==> config.mk <==
export PLATFORM = sky130hd
export DESIGN_NAME = bf16_add_arbiter
export DESIGN_NICKNAME = d
export VERILOG_FILES = /design/src/rtl/bf16_add_arbiter.sv
export SDC_FILE = /design/constraint.sdc
export NUM_CORES = 1
export LEC_CHECK = 0
export ABC_AREA = 1
export BUFFER_PORTS_ARGS = -buffer_cell sky130_fd_sc_hd__clkbuf_2
export CORE_UTILIZATION = 49
export CTS_CLUSTER_SIZE = 20
export DETAILED_ROUTE_END_ITERATION = 10
export PLACE_DENSITY_LB_ADDON = 0.05
export SLEW_MARGIN = 20
export SYNTH_ARGS = -nofsm -noshare
export SYNTH_HDL_FRONTEND = slang
export SYNTH_SLANG_ARGS = --single-unit
export TNS_END_PERCENT = 10
==> constraint.sdc <==
create_clock -name clock -period 4.2 [get_ports clock]
set_input_delay 0.21 -clock clock [delete_from_list [all_inputs] [get_ports clock]]
set_output_delay 0.21 -clock clock [all_outputs]
set_load 0.02 [all_outputs]
==> src/rtl/bf16_add_arbiter.sv <==
`default_nettype none
// +----------------------------------------------------------------------------+
// | Module      : bf16_add_arbiter                                             |
// | Description : Round-robin arbiter that time-shares one bfloat16 adder      |
// |               between NREQ requesters, with one operation in flight.       |
// |               The winner's operands are captured, the adder is started     |
// |               with a one-cycle pulse, and the sum is returned tagged with  |
// |               the requester id.                                            |
// | Config      : BF16_ARB_TIMEOUT_EN - when defined, a WAIT-state watchdog    |
// |               aborts after TIMEOUT cycles with resp_sum=16'hFFFF and       |
// |               resp_err=1. When undefined, WAIT persists until add_done.    |
// | Ports       : clock, nreset        - clock, async active-low reset         |
// |               req_valid/req_a/req_b - per-requester operation (16b packed) |
// |               req_ready            - one-hot grant/accept pulse            |
// |               resp_valid/id/sum/err, resp_ready - result handshake         |
// |               add_start/add_a/add_b - adder command                        |
// |               add_done/add_sum     - adder completion                      |
// |               busy                 - arbiter not idle                      |
// | Revision    : 1.0 - initial release                                        |
// +----------------------------------------------------------------------------+
module bf16_add_arbiter #(
  parameter int NREQ    = 4,
  parameter int IDW     = 2,
  parameter int TIMEOUT = 16
) (
  input  logic               clock,
  input  logic               nreset,
  input  logic [NREQ-1:0]    req_valid,
  input  logic [NREQ*16-1:0] req_a,
  input  logic [NREQ*16-1:0] req_b,
  output logic [NREQ-1:0]    req_ready,
  output logic               resp_valid,
  output logic [IDW-1:0]     resp_id,
  output logic [15:0]        resp_sum,
  output logic               resp_err,
  input  logic               resp_ready,
  output logic               add_start,
  output logic [15:0]        add_a,
  output logic [15:0]        add_b,
  input  logic               add_done,
  input  logic [15:0]        add_sum,
  output logic               busy
);

  // Elaboration-time parameter sanity checks.
  if (NREQ < 2 || NREQ > 16 || IDW != $clog2(NREQ)) begin : g_param_check
    $error("bf16_add_arbiter: NREQ must be 2..16 and IDW must equal clog2(NREQ)");
  end
  if (TIMEOUT < 1) begin : g_timeout_check
    $error("bf16_add_arbiter: TIMEOUT must be at least 1");
  end

  typedef enum logic [1:0] {
    ST_IDLE  = 2'd0,
    ST_ISSUE = 2'd1,
    ST_WAIT  = 2'd2,
    ST_RESP  = 2'd3
  } state_t;

  state_t          state_q, state_d;
  logic [IDW-1:0]  last_grant_q, last_grant_d;
  logic [15:0]     op_a_q, op_a_d;
  logic [15:0]     op_b_q, op_b_d;
  logic [IDW-1:0]  op_id_q, op_id_d;
  logic [15:0]     sum_q, sum_d;
  logic            err_q, err_d;

`ifdef BF16_ARB_TIMEOUT_EN
  localparam int CNTW = $clog2(TIMEOUT + 1);
  logic [CNTW-1:0] tmo_cnt_q, tmo_cnt_d;
  logic [CNTW-1:0] tmo_cnt_inc;
`endif

  // Unpacked views of the operand buses so the winner can be selected by id.
  logic [15:0] a_arr [NREQ];
  logic [15:0] b_arr [NREQ];

  for (genvar gi = 0; gi < NREQ; gi++) begin : g_unpack
    assign a_arr[gi] = req_a[16*gi +: 16];
    assign b_arr[gi] = req_b[16*gi +: 16];
  end

  // Round-robin scan: candidates are last_grant+1, last_grant+2, ... wrapping
  // modulo NREQ, so last_grant itself is considered last.
  logic           grant_found;
  logic [IDW-1:0] grant_id;
  logic [IDW:0]   cand;

  always_comb begin
    grant_found = 1'b0;
    grant_id    = '0;
    cand        = '0;
    for (int k = 1; k <= NREQ; k++) begin
      cand = {1'b0, last_grant_q} + (IDW+1)'(k);
      if (cand >= (IDW+1)'(NREQ)) begin
        cand = cand - (IDW+1)'(NREQ);
      end
      if (!grant_found && req_valid[cand[IDW-1:0]]) begin
        grant_found = 1'b1;
        grant_id    = cand[IDW-1:0];
      end
    end
  end

  always_comb begin
    state_d      = state_q;
    last_grant_d = last_grant_q;
    op_a_d       = op_a_q;
    op_b_d       = op_b_q;
    op_id_d      = op_id_q;
    sum_d        = sum_q;
    err_d        = err_q;
    req_ready    = '0;
`ifdef BF16_ARB_TIMEOUT_EN
    tmo_cnt_d    = tmo_cnt_q;
    tmo_cnt_inc  = tmo_cnt_q + CNTW'(1);
`endif

    case (state_q)
      ST_IDLE: begin
        if (grant_found) begin
          req_ready[grant_id] = 1'b1;
          op_a_d              = a_arr[grant_id];
          op_b_d              = b_arr[grant_id];
          op_id_d             = grant_id;
          state_d             = ST_ISSUE;
        end
      end
      ST_ISSUE: begin
        state_d = ST_WAIT;
`ifdef BF16_ARB_TIMEOUT_EN
        tmo_cnt_d = '0;
`endif
      end
      ST_WAIT: begin
        // A done pulse always wins over a watchdog expiry in the same cycle.
        if (add_done) begin
          sum_d   = add_sum;
          err_d   = 1'b0;
          state_d = ST_RESP;
        end
`ifdef BF16_ARB_TIMEOUT_EN
        else if (tmo_cnt_inc == CNTW'(TIMEOUT)) begin
          sum_d   = 16'hFFFF;
          err_d   = 1'b1;
          state_d = ST_RESP;
        end else begin
          tmo_cnt_d = tmo_cnt_inc;
        end
`endif
      end
      ST_RESP: begin
        // Fairness pointer advances only once the result is consumed.
        if (resp_ready) begin
          last_grant_d = op_id_q;
          err_d        = 1'b0;
          state_d      = ST_IDLE;
        end
      end
      default: state_d = ST_IDLE;
    endcase
  end

  always_ff @(posedge clock or negedge nreset) begin
    if (!nreset) begin
      state_q      <= ST_IDLE;
      last_grant_q <= IDW'(NREQ - 1);
      op_a_q       <= '0;
      op_b_q       <= '0;
      op_id_q      <= '0;
      sum_q        <= '0;
      err_q        <= 1'b0;
    end else begin
      state_q      <= state_d;
      last_grant_q <= last_grant_d;
      op_a_q       <= op_a_d;
      op_b_q       <= op_b_d;
      op_id_q      <= op_id_d;
      sum_q        <= sum_d;
      err_q        <= err_d;
    end
  end

`ifdef BF16_ARB_TIMEOUT_EN
  always_ff @(posedge clock or negedge nreset) begin
    if (!nreset) begin
      tmo_cnt_q <= '0;
    end else begin
      tmo_cnt_q <= tmo_cnt_d;
    end
  end
  assign resp_err = err_q;
`else
  // err_q never leaves 0 without the watchdog; tie the port off explicitly.
  logic err_unused;
  assign err_unused = err_q;
  assign resp_err   = 1'b0;
`endif

  assign resp_valid = (state_q == ST_RESP);
  assign resp_id    = op_id_q;
  assign resp_sum   = sum_q;
  assign add_start  = (state_q == ST_ISSUE);
  assign add_a      = op_a_q;
  assign add_b      = op_b_q;
  assign busy       = (state_q != ST_IDLE);

endmodule
`default_nettype wire

# [Word level (Yosys, flattened, before mapping)]
# Cells that the tools add are included.
# W data, S select, Z words.
[totals] regBits=54 latchBits=0 ram_bits=0 rom_bits=0 input_bits=152 output_inout_bits=58 mem_count=0
[classes] n_addsub=8 mul=0 div=0 magnitude_cmp=11 n_eq_ne=6 shifts=0 n_mux=34 bitwise_logic=1 n_reduce_logical=13
[ops] op="$bmux W16 S2" n=2
[ops] op="$mux W16" n=4
[ops] op="$mux W2" n=11
[ops] op="$ge A3 B3 Y1 const B" n=5
[ops] op="$lt A2 B3 Y1 const B" n=5
[ops] op="$mux W1" n=9
[ops] op="$bmux W1 S2" n=4
[ops] op="$mux W4" n=2
[ops] op="$pmux W2 S4" n=1
[ops] op="$sub A2 B1 Y2 const B" n=4
[ops] op="$add A2 B2 Y3 const B" n=2
[ops] op="$reduce_and A2 Y1" n=3
[ops] op="$eq A2 B2 Y1 const B" n=2
[ops] op="$logic_and A1 B1 Y1" n=4
[ops] op="$ne A2 B2 Y1 const B" n=2
[ops] op="$add A2 B1 Y3 const B" n=1
[ops] op="$add A2 B3 Y3 const B" n=1
[ops] op="$logic_not A1 Y1" n=3
[ops] op="$not A2 Y3" n=1
[ops] op="$reduce_and A3 Y1" n=1
[ops] op="$demux W1 S2" n=1
[ops] op="$eq A2 B1 Y1 const B" n=1
[ops] op="$ge A2 B1 Y1 const B" n=1
[ops] op="$logic_not A2 Y1" n=1
[ops] op="other kinds (2)" n=2

# [Longest topological paths before layout]
[depth] ltp_word=21 ltp_mapped=17

# [Worst setup path before layout]
# Ideal clock, no wire load.
[synth_path] path_type="register to output" from="reg last_grant_q[0]" to="out req_ready[2]" arrival_ns=2.106 path_slack_ns=1.884 stages_incl_launch_ff=14 cell_sequence="dfstp_2 -> buf_4 -> inv_4 -> nand2_1 -> nand2_1 -> nand2_1 -> nand2_2 -> nand2_1 -> nand2_1 -> nand2_2 -> nand3_4 -> buf_6 -> buf_6 -> nor3_1"
[synth_between] elab_chain_cells=21
[synth_lines] item="from (decl)" line_no="61" text="logic [IDW-1:0] last_grant_q, last_grant_d;"
[synth_lines] item="from (signal assigned)" line_no="167" text="last_grant_q <= IDW'(NREQ - 1);"
[synth_lines] item="from (signal assigned)" line_no="175" text="last_grant_q <= last_grant_d;"
[synth_lines] item="$add A2 B1 Y3" line_no="94" text="cand = {1'b0, last_grant_q} + (IDW+1)'(k);"
[synth_lines] item="$ge A3 B3 Y1 / $sub A2 B1 Y2 (equally long branches)" line_no="95, 96"
[synth_lines] item="$mux W2" line_no="95" text="if (cand >= (IDW+1)'(NREQ)) begin"
[synth_lines] item="$bmux W1 S2" line_no="98" text="if (!grant_found && req_valid[cand[IDW-1:0]]) begin"
[synth_lines] item="$mux W1 (not written as such)" line_no="98"
[synth_lines] item="$mux W1" line_no="98"
[synth_lines] item="$logic_not A1 Y1" line_no="98"
[synth_lines] item="$logic_and A1 B1 Y1" line_no="98"
[synth_lines] item="[5 not listed]"
[synth_lines] item="$logic_and A1 B1 Y1" line_no="98"
[synth_lines] item="$mux W2" line_no="98"
[synth_lines] item="$lt A2 B3 Y1 (not written as such) / $ge A2 B1 Y1 (equally long branches)" line_no="122" text="req_ready[grant_id] = 1'b1;"
[synth_lines] item="$logic_and A1 B1 Y1 (not written as such)" line_no="122"
[synth_lines] item="$mux W1 (not written as such)" line_no="122"
[synth_lines] item="$demux W1 S2" line_no="122"
[synth_lines] item="$mux W4 (*)" line_no="121" text="if (grant_found) begin"
[synth_lines] item="$mux W4 (*)" line_no="119" text="case (state_q)"
[synth_lines] item="to (decl)" line_no="31" text="output logic [NREQ-1:0] req_ready,"
# Mark *: on every way between the ends. The rest lies on a longest branch, timed or not. The select of a mux whose other input is x is not followed.

# [Worst setup path after layout]
[layout_path] from="reg last_grant_q[0]" to="out req_ready[3]"
# The elaborated chain is that of the path after synthesis.

==> metrics <==
n_diodes=0; CTS Buf Count=5; HP Class=in -> async; Max Cap Viol=0; crit end category=primary output; initial DRC count=172; worst-margin pin slew=0.7201 ns; PortBufs=208; post-layout minimum cycle time=3.669 ns; WP data required=3.99 ns; # DRC=0; Max Fanout on Critical Path=71; vias per std cell=4.902; Die X=90.06 um; Worst R2R Start=last_grant_q[0]; mux cell area share after synthesis=4.742%; drt first pass iters=4; Syn. warnings=0; P_leak=3.059 nW; top cell type's share of synthesized area=34.24%; TritonCTS clock tree=done; DR WL/cell=12.89 um; Setup-failing EPs final=0; Critical Path Start Type=flip-flop; Total Routing Usage GR=26.31%; gpl congestion=0.9066; Crit. Startpoint=last_grant_q[0]; Setup TNS Final=0 ns; peak supply drop=536.9 uV; Inst Count DP=826; drt total wl=10.75 mm; layout cells sized above 1=35.37%; num ports=210; Final Max Slew Viols=0; status=completed; die height=90.06 um; XOR/XNOR Fraction of Synth Area=0%; worst path buffer plus inverter count=2; PD cells=939.7 nW/um^2; clock transition at the registers of the reported paths=0.10 ns; CTS max path bufs=2; Clock Latency Late Sink=0.31 ns; Seq/Total Area, Yosys=35.63%; register bit total from synthesis=54; initial antenna violation count=0; Initial Util=51.56%; cell taking the most area after synthesis=dfrtp_1; grt ovf=0; Core ar.=7370 sq um; most frequent cells in the layout=208 x clkbuf_2, 175 x nand2_1, 109 x inv_1; most common cell after layout, fill and taps aside=clkbuf_2; post-cts resize count=0; final instance area=4911 sq um; compound-cell area share of the yosys netlist=7.540%; simple-gate area share of the yosys netlist=34.28%; Rows=31; CTS root buf=clkbuf_8; placed inst area=4813 sq um; Synth Area in Adders=1.317%; Avg Inst Size Synth=6.972 sq um; # hold bufs at CTS=0; Final Net Count=890; Layout fillers=689; Hold Fails Final Rpt=0; Crit Path Class=reg -> out; Routed Antenna Nets=0; die area=8111 sq um; RSZ-0062 raised after global routing=no; area delta synth->final=29.24%; HPWL after DPL=8.211 mm; CP delay by family, top=simple AND/OR/NAND/NOR gates; main combinational cell family by area after synthesis=simple AND/OR/NAND/NOR gates; cells along the critical path=inv_4 -> nand2_1 -> nand2_2 -> nand2_4 -> nand2_2 -> nor2_4 -> nand3_2 -> nand3_4 -> nand2_1 -> nor2_1 -> clkbuf_2; Setup Fix Bufs, Post-CTS=0; CP arrival=3.46 ns; clk_skew=0.006527 ns; final period utilization=87.37%; reg2reg end=add_a[10]; largest net degree at the start of global routing=72; via count=4088; fin cells=834; max_slew headroom=52.00%; H-tree levels=2; Cell variety after synth=31; Clock Sinks=54; Cells after Synth=545; first-pass GRT wire length=17.37 mm; vias in the first global route=3810; Syn Std Cell Area=3800 sq um; Worst path max stage delay=0.82 ns; max frequency=272.5 MHz; Synth Net Count=701; top post-synthesis cells by area=dfrtp_1 34%, nand2_1 17%, inv_1 11%; worst reg-to-reg setup slack=0.78 ns; worst r2r path cells=12; Max stage delay cell, worst path=nand3_4
sequential cells by signal, summed over array words and instances, names as in the netlist:
name / cells
add_a: 16
add_b: 16
last_grant_q: 2
resp_id: 2
resp_sum: 16
state_q: 2
cell families after synthesis:
group / after synthesis
and+or+nand+nor: 283
buffers and inverters: 146
DFF: 54
AOI/OAI and AO/OA: 41
muxes: 16
adders and majority gates: 4
other: 1
Yosys cell counts:
master    number
nand4_1       35
o22ai_1        1
buf_6          5
dfrtp_1       52
nand2_1      175
conb_1         1
buf_4          6
buf_2         10
nand3_2        1
buf_1          2
nand2_2        5
nand2_4        1
ha_1           4
nand4_2        1
or2_2          1
nand3_1       53
nor3_1         2
dfstp_2        2
mux2_2        16
o21ai_1        2
inv_1        109
a21oi_1        1
nand3_4        1
nor2_2         1
o21ai_0        5
nor2_4         4
o211ai_1      32
clkbuf_1       8
nor2_1         3
inv_2          5
inv_4          1
stage by stage:
step | hold WS [ns] | utilization (%) | power [mW] | setup WS, ns
2_1_floorplan | -0.08559 | - | 3.655 | 1.884
5_1_grt | 0.07190 | 66.64 | 5.065 | 0.2944
6_report | 0.01065 | 66.64 | 4.615 | 0.5305
4_1_cts | 0.04885 | 66.64 | 4.621 | 0.5747
3_5_place_dp | 0.3820 | 65.31 | 4.302 | 0.8394
3_3_place_gp | 0.3854 | 65.31 | 4.211 | 0.9448
metal layers:
| layer | global-route usage (%) | part of all wire [%] |
|---|---|---|
| met1 | 34.26 | 44 |
| met3 | 4.146 | 5.7 |
| met4 | 8.468 | 2.0 |
| met5 | 0 | 0 |
| met2 | 44.72 | 49 |
layout make-up:
| type | count | area, sq um | area share (%) |
|---|---|---|---|
| clock buffers | 5 | 68.82 | 1.401 |
| clock inverters | 3 | 28.78 | 0.5860 |
| inverters | 115 | 434.2 | 8.841 |
| multi-input cells | 345 | 1823 | 37.12 |
| flip-flops and latches | 54 | 1354 | 27.57 |
| well taps | 99 | 123.9 | 2.522 |
| repair buffers | 213 | 1079 | 21.96 |
worst reg2reg max path: stages (launching register included):
cell and delay, ns:
dfstp_2 0.66, inv_4 0.09, nand2_1 0.08, nand2_2 0.10, nand2_4 0.09, nand2_2 0.08, nor2_4 0.15, nand3_2 0.55
nand3_4 0.83, buf_4 0.40, nand2_1 0.09, o211ai_1 0.10, nand3_1 0.10
power by group:
| group | total (mW) | switching, mW | internal (mW) |
|---|---|---|---|
| clock | 0.314 | 0.189 | 0.125 |
| sequential | 0.977 | 0.168 | 0.808 |
| combinational | 3.32 | 2.25 | 1.07 |
| total | 4.61 | 2.61 | 2.01 |
worst max path at each step:
stage	endpoint	cells past startpoint
after floorplan	req_ready[2]	13
after global placement	add_a[2]	14
after detailed placement	add_a[10]	12
after CTS	req_ready[1]	11
after global routing	req_ready[3]	11
final	req_ready[3]	11
(Power assumes the default switching activity.)
